==> config.mk <==
export PLATFORM = sky130hd
export DESIGN_NAME = serial_frame_rx
export DESIGN_NICKNAME = d
export VERILOG_FILES = /design/src/rtl/serial_frame_rx_pkg.sv /design/src/rtl/rx_fifo.sv /design/src/rtl/serial_frame_rx.sv
export SDC_FILE = /design/constraint.sdc
export NUM_CORES = 1
export LEC_CHECK = 0
export BUFFER_PORTS_ARGS = -buffer_cell sky130_fd_sc_hd__buf_2
export CORE_MARGIN = 2
export CORE_UTILIZATION = 50
export DETAILED_ROUTE_END_ITERATION = 16
export GPL_ROUTABILITY_DRIVEN = 0
export HOLD_SLACK_MARGIN = 0.15
export PLACE_DENSITY_LB_ADDON = 0.2
export SLEW_MARGIN = 20
export SYNTH_ARGS = -nofsm -noshare
export SYNTH_HDL_FRONTEND = slang
export SYNTH_HIERARCHICAL = 1
export SYNTH_SLANG_ARGS = --single-unit
==> constraint.sdc <==
create_clock -name clk -period 2.4 [get_ports clk]
set_input_delay 0.24 -clock clk [delete_from_list [all_inputs] [get_ports clk]]
set_output_delay 0.24 -clock clk [all_outputs]
set_load 0.03 [all_outputs]
==> src/rtl/serial_frame_rx_pkg.sv <==
// rtl/serial_frame_rx_pkg.sv - shared types and constants for the serial frame receiver
// Purpose: receiver FSM state encoding and parity-mode constants.
package serial_frame_rx_pkg;

  typedef enum logic [1:0] {
    IDLE   = 2'd0,
    DATA   = 2'd1,
    PARITY = 2'd2,
    STOP   = 2'd3
  } rx_state_e;

  // Values accepted by the PARITY_EN parameter of serial_frame_rx.
  localparam int PARITY_NONE = 0;
  localparam int PARITY_EVEN = 1;

endpackage

==> src/rtl/rx_fifo.sv <==
// rtl/rx_fifo.sv - synchronous FIFO buffering received bytes
// Purpose: first-in-first-out store for received bytes.
// Ports:
//   clk, rst      clock and synchronous active-high reset
//   push, wdata   write request and data
//   pop           read request (ignored while empty)
//   rdata         head entry, zero while empty
//   full, empty   occupancy flags
//   count         number of stored entries (DEPTH+1 bits)
module rx_fifo #(
  parameter int WIDTH = 8,
  parameter int DEPTH = 4
) (
  input  logic             clk,
  input  logic             rst,
  input  logic             push,
  input  logic [WIDTH-1:0] wdata,
  input  logic             pop,
  output logic [WIDTH-1:0] rdata,
  output logic             full,
  output logic             empty,
  output logic [DEPTH:0]   count
);

  localparam int PW = (DEPTH > 1) ? $clog2(DEPTH) : 1;
  localparam logic [DEPTH:0] FULL_CNT = (DEPTH + 1)'(DEPTH);

  logic [WIDTH-1:0] mem_q [DEPTH];
  logic [PW-1:0]    wr_ptr_q, rd_ptr_q;
  logic [DEPTH:0]   count_q;
  logic             do_push, do_pop;

  assign full  = (count_q == FULL_CNT);
  assign empty = (count_q == '0);
  assign count = count_q;
  assign rdata = empty ? '0 : mem_q[rd_ptr_q];

  // A pop frees a slot in the same edge, so a push into a full FIFO
  // alongside a pop is accepted.
  assign do_pop  = pop & ~empty;
  assign do_push = push & (~full | do_pop);

  always_ff @(posedge clk) begin
    if (rst) begin
      wr_ptr_q <= '0;
      rd_ptr_q <= '0;
      count_q  <= '0;
    end else begin
      if (do_push) wr_ptr_q <= wr_ptr_q + PW'(1);
      if (do_pop)  rd_ptr_q <= rd_ptr_q + PW'(1);
      case ({do_push, do_pop})
        2'b10:   count_q <= count_q + (DEPTH + 1)'(1);
        2'b01:   count_q <= count_q - (DEPTH + 1)'(1);
        default: count_q <= count_q;
      endcase
    end
  end

  // Storage needs no reset: rdata is masked while the FIFO is empty.
  always_ff @(posedge clk) begin
    if (do_push) mem_q[wr_ptr_q] <= wdata;
  end

endmodule

==> src/rtl/serial_frame_rx.sv <==
// rtl/serial_frame_rx.sv - serial frame receiver with output FIFO
// Purpose: deserialise start/data/parity/stop frames into bytes.
// Ports:
//   clk, rst      clock and synchronous active-high reset
//   sin, bit_en   serial line (LSB first, idles high) and bit qualifier
//   dataout,valid head of output FIFO and its valid flag
//   ready         consumer accept; transfer when valid & ready
//   frame_err     one-cycle pulse on a zero stop bit
//   parity_err    one-cycle pulse on parity mismatch
//   overflow      sticky: good byte dropped on a full FIFO
module serial_frame_rx
  import serial_frame_rx_pkg::*;
#(
  parameter int DATA_W     = 8,
  parameter int PARITY_EN  = 1,
  parameter int FIFO_DEPTH = 4
) (
  input  logic              clk,
  input  logic              rst,
  input  logic              sin,
  input  logic              bit_en,
  output logic [DATA_W-1:0] dataout,
  output logic              valid,
  input  logic              ready,
  output logic              frame_err,
  output logic              parity_err,
  output logic              overflow
);

  localparam int CW = $clog2(DATA_W + 1);
  localparam logic [CW-1:0] LAST_BIT = CW'(DATA_W - 1);

  rx_state_e        state_q, state_d;
  logic [CW-1:0]    cnt_q, cnt_d;
  logic [DATA_W-1:0] shreg_q, shreg_d;
  logic             acc_q, acc_d;
  logic             par_ok_q, par_ok_d;
  logic             frame_err_q, frame_err_d;
  logic             parity_err_q, parity_err_d;
  logic             overflow_q, overflow_d;
  logic             push_s;

  logic             fifo_full, fifo_empty, fifo_pop;
  logic [FIFO_DEPTH:0] fifo_count;

  // State register.
  always_ff @(posedge clk) begin
    if (rst) state_q <= IDLE;
    else     state_q <= state_d;
  end

  // Next-state logic; bit_en=0 freezes the FSM.
  always_comb begin
    state_d = state_q;
    if (bit_en) begin
      case (state_q)
        IDLE:    if (!sin) state_d = DATA;
        DATA:    if (cnt_q == LAST_BIT)
                   state_d = (PARITY_EN == PARITY_EVEN) ? PARITY : STOP;
        PARITY:  state_d = STOP;
        STOP:    state_d = IDLE;
        default: state_d = IDLE;
      endcase
    end
  end

  // Outputs of the STOP decision; a zero stop bit outranks a parity miss.
  always_comb begin
    push_s       = 1'b0;
    frame_err_d  = 1'b0;
    parity_err_d = 1'b0;
    if (bit_en && state_q == STOP) begin
      if (!sin)                                         frame_err_d  = 1'b1;
      else if (par_ok_q || PARITY_EN == PARITY_NONE)    push_s       = 1'b1;
      else                                              parity_err_d = 1'b1;
    end
  end

  // Bit counter, shift register and running parity of the data bits.
  always_comb begin
    cnt_d    = cnt_q;
    shreg_d  = shreg_q;
    acc_d    = acc_q;
    par_ok_d = par_ok_q;
    if (bit_en) begin
      case (state_q)
        IDLE: if (!sin) begin
          cnt_d = '0;
          acc_d = 1'b0;
        end
        DATA: begin
          shreg_d = {sin, shreg_q[DATA_W-1:1]};
          acc_d   = acc_q ^ sin;
          cnt_d   = cnt_q + CW'(1);
        end
        PARITY:  par_ok_d = ~(acc_q ^ sin);
        default: ;
      endcase
    end
  end

  assign overflow_d = overflow_q | (push_s & fifo_full & ~fifo_pop);

  always_ff @(posedge clk) begin
    if (rst) begin
      cnt_q        <= '0;
      shreg_q      <= '0;
      acc_q        <= 1'b0;
      par_ok_q     <= 1'b0;
      frame_err_q  <= 1'b0;
      parity_err_q <= 1'b0;
      overflow_q   <= 1'b0;
    end else begin
      cnt_q        <= cnt_d;
      shreg_q      <= shreg_d;
      acc_q        <= acc_d;
      par_ok_q     <= par_ok_d;
      frame_err_q  <= frame_err_d;
      parity_err_q <= parity_err_d;
      overflow_q   <= overflow_d;
    end
  end

  assign fifo_pop = ready & (fifo_count != '0);

  rx_fifo #(
    .WIDTH(DATA_W),
    .DEPTH(FIFO_DEPTH)
  ) u_fifo (
    .clk   (clk),
    .rst   (rst),
    .push  (push_s),
    .wdata (shreg_q),
    .pop   (fifo_pop),
    .rdata (dataout),
    .full  (fifo_full),
    .empty (fifo_empty),
    .count (fifo_count)
  );

  assign valid      = ~fifo_empty;
  assign frame_err  = frame_err_q;
  assign parity_err = parity_err_q;
  assign overflow   = overflow_q;

endmodule

==> flow_metrics.tcl <==
set metrics [dict create \
    place_ws_ps -73.23 \
    dr.pass1.iters 4 \
    via_per_inst 5.436 \
    grt_pass1_wl_mm 8.431 \
    drive_gt1_share_pct 31.02 \
    fin_crit_ps 2450 \
    p_int_mw 1.738 \
    routedWlPerCell_um 14.51 \
    hold_class "input pin to flop" \
    p_comb_share_pct 3.6 \
    die_y_um 79.45 \
    routed_wl_mm 5.022 \
    cts_inserted_buffers 9 \
    antenna_found_initial 0 \
    ant_nets 0 \
    cp-end-kind "flop" \
    synthArstFlopShare_pct 0 \
    final_cell_mix "edfxtp_1, dfxtp_1, buf_4" \
    worstPathArrival_ps 2670 \
    synth_area_per_cell_um2 12.11 \
    crit_path_start_kind "flop" \
    slew_viol_final 0 \
    core_area_mm2 0.005507 \
    globalRouteOverflowTotal 0 \
    ys_seq_area_share_pct 54.86 \
    portBuffers 16 \
    yosys_warnings 6 \
    final_nets 288 \
    synth_nets 254 \
    setup_violations 2 \
    slew_headroom_pct 55.79 \
    pin_count 17 \
    clock.fmax_ghz 0.4081 \
    p_sw_share_pct 21.98 \
    die_x_um 79.45 \
    clock_latency_ps 330 \
    criticalPathCategory "flop to flop" \
    layout_setup_ws_ps -50.21 \
    die_area_mm2 0.006312 \
    final_common_cell "edfxtp_1" \
    dr.first_iter.drc_count 62 \
    synth_cell_types 55 \
    fin_tns_setup_ps -75.79 \
    hold_viol_final 0 \
    rsz0062_at_grt "yes" \
    violations "negative setup slack" \
    holdPathStages 3 \
    p_seq_share_pct 50.0 \
    r2r_slack_ps -50 \
    htree_num_levels 3 \
    critPathMaxFanout 5 \
    fillers 435 \
    cts_tree "done" \
    drc_errors 0 \
    synth_ff_type "edfxtp_1" \
    power.clock.fraction_pct 46.4 \
    seq_area_mm2 0.001565 \
    multi_input_area_mm2 0.001296 \
    path_clk_slew_ps 80 \
    switching_power_mw 0.4895 \
    required_ps 2620 \
    cts.path.max_buffers 2 \
    num_vias 1881 \
    period_share_pct 102.1 \
    grt_max_degree 31 \
    cts_sinks 62 \
    cts-root-buf "clkbuf_8" \
    synth_top_cell_by_area "edfxtp_1" \
    postLayoutCoreUtil_pct 62.58 \
    worst_pin_slew_ps 657.1 \
    dp_hpwl_mm 3.160 \
    synth_area_mm2 0.002846 \
    synthCells 235 \
    antenna_cells 0 \
    synth_top_cell_area_share_pct 33.76 \
    p_per_area_mw_per_mm2 646.4 \
    vdd_drop_max_mv 0.3522 \
    reg2reg_depth 11 \
    p_leak_nw 1.299 \
    fin_skew_ps 10.83 \
    synth_edf_count 32 \
    std_cell_rows 27 \
    area_growth_syn_to_layout_pct 21.05 \
    holdWs_ps 276.1 \
    yosys-top-cells-area "edfxtp_1, dfxtp_1, mux4_2" \
    track_usage_pct 17.59 \
    first_global_vias 1742 \
    ys_ff_latch 62 \
    initial_core_util_pct 51.69 \
    status "finished, violations left" \
    drv_cap 0 \
]
## critical path, stage by stage (launching register included)
cell and delay, ps:
dfxtp_2 320, or4_4 550, o21ai_4 160, inv_2 50, nor2b_4 130, o21ai_4 80, inv_4 90, ha_4 240
nand2b_2 110, a21oi_1 100, or4_1 410, o311ai_1 100
## power groups by stage
stage | sequential, mW | clock [mW] | combinational [mW]
floorplan | 1.14 | 0 | 0.0606
global placement | 1.14 | 0 | 0.0792
detailed placement | 1.14 | 0 | 0.0788
CTS | 1.11 | 1.05 | 0.0799
global route | 1.11 | 1.11 | 0.0908
finish | 1.11 | 1.03 | 0.0802
## flip-flops by register name, indices dropped and copies added, names as in the netlist, named ones only
| register | flops |
|---|---|
| u_fifo/count | 5 |
| shreg_q | 8 |
| acc_q | 1 |
| u_fifo/wr_ptr_q | 2 |
| par_ok_q | 1 |
| parity_err | 1 |
| overflow | 1 |
| u_fifo/mem_q | 32 |
| frame_err | 1 |
| u_fifo/rd_ptr_q | 2 |
| cnt_q | 4 |
| state_q | 2 |
## through the flow
step / cells / cell area, um2 / total power [mW]
after floorplan: 235 / 2885 / 1.198
after global placement: 327 / 3114 / 1.217
after detailed placement: 327 / 3114 / 1.217
after CTS: 343 / 3371 / 2.248
after global routing: 346 / 3446 / 2.314
final: 346 / 3446 / 2.227
## cells by family after synthesis
| group | Yosys count | synth area share [%] |
|---|---|---|
| AOI/OAI and AO/OA | 44 | 11.39 |
| xor gates and xnor gates | 7 | 2.154 |
| adders and majority gates | 14 | 6.418 |
| buffers and inverters | 23 | 3.429 |
| DFF | 62 | 54.86 |
| muxes | 12 | 7.736 |
| and+or+nand+nor | 73 | 14.02 |
## Yosys cell counts (2+ instances only)
| master | count |
|---|---|
| a211oi_1 | 2 |
| a21boi_2 | 2 |
| a21oi_1 | 11 |
| a31oi_1 | 2 |
| and2_1 | 4 |
| and2b_1 | 4 |
| buf_2 | 4 |
| clkbuf_1 | 5 |
| dfxtp_1 | 30 |
| edfxtp_1 | 32 |
| ha_1 | 13 |
| inv_1 | 12 |
| mux2i_1 | 4 |
| mux4_2 | 8 |
| nand2_1 | 12 |
| nand2b_1 | 4 |
| nand3_1 | 10 |
| nand3b_1 | 2 |
| nor2_1 | 18 |
| nor2b_1 | 8 |
| o211ai_1 | 3 |
| o21ai_0 | 6 |
| or4_1 | 2 |
| xnor2_1 | 3 |
| xor2_1 | 4 |
## routing by layer
metal | track usage (%) | vias up | routed length (um)
li1 | - | 932 | -
met1 | 22.86 | 904 | 2310
met2 | 27.06 | 29 | 2440
met3 | 4.751 | 16 | 134
met4 | 8.966 | 0 | 136
met5 | 0 | - | 0
## cell type report
class,instances,share of cell area (%)
Inverter,13,1.489
Clock inverter,7,3.050
Timing Repair Buffer,33,6.209
Tap cell,72,2.614
Sequential cell,62,45.42
Multi-Input combinational cell,150,37.62
Clock buffer,9,3.595
## final timing paths
path,startpoint,end
hold reg to reg,par_ok_q,parity_err
setup / recovery,u_fifo/count[0],u_fifo/count[4]
hold / removal,sin,frame_err
setup reg to reg,u_fifo/count[0],u_fifo/count[4]
## what timing repair did
action                                  4_1_cts  5_1_grt
buffers inserted                              0        3
hold buffers                                  0        0
gates resized for setup                       6       11
pin swaps                                     1        2
endpoints found under the setup margin        5        7
gates cloned                                  0        0
(Power assumes the default switching activity.)
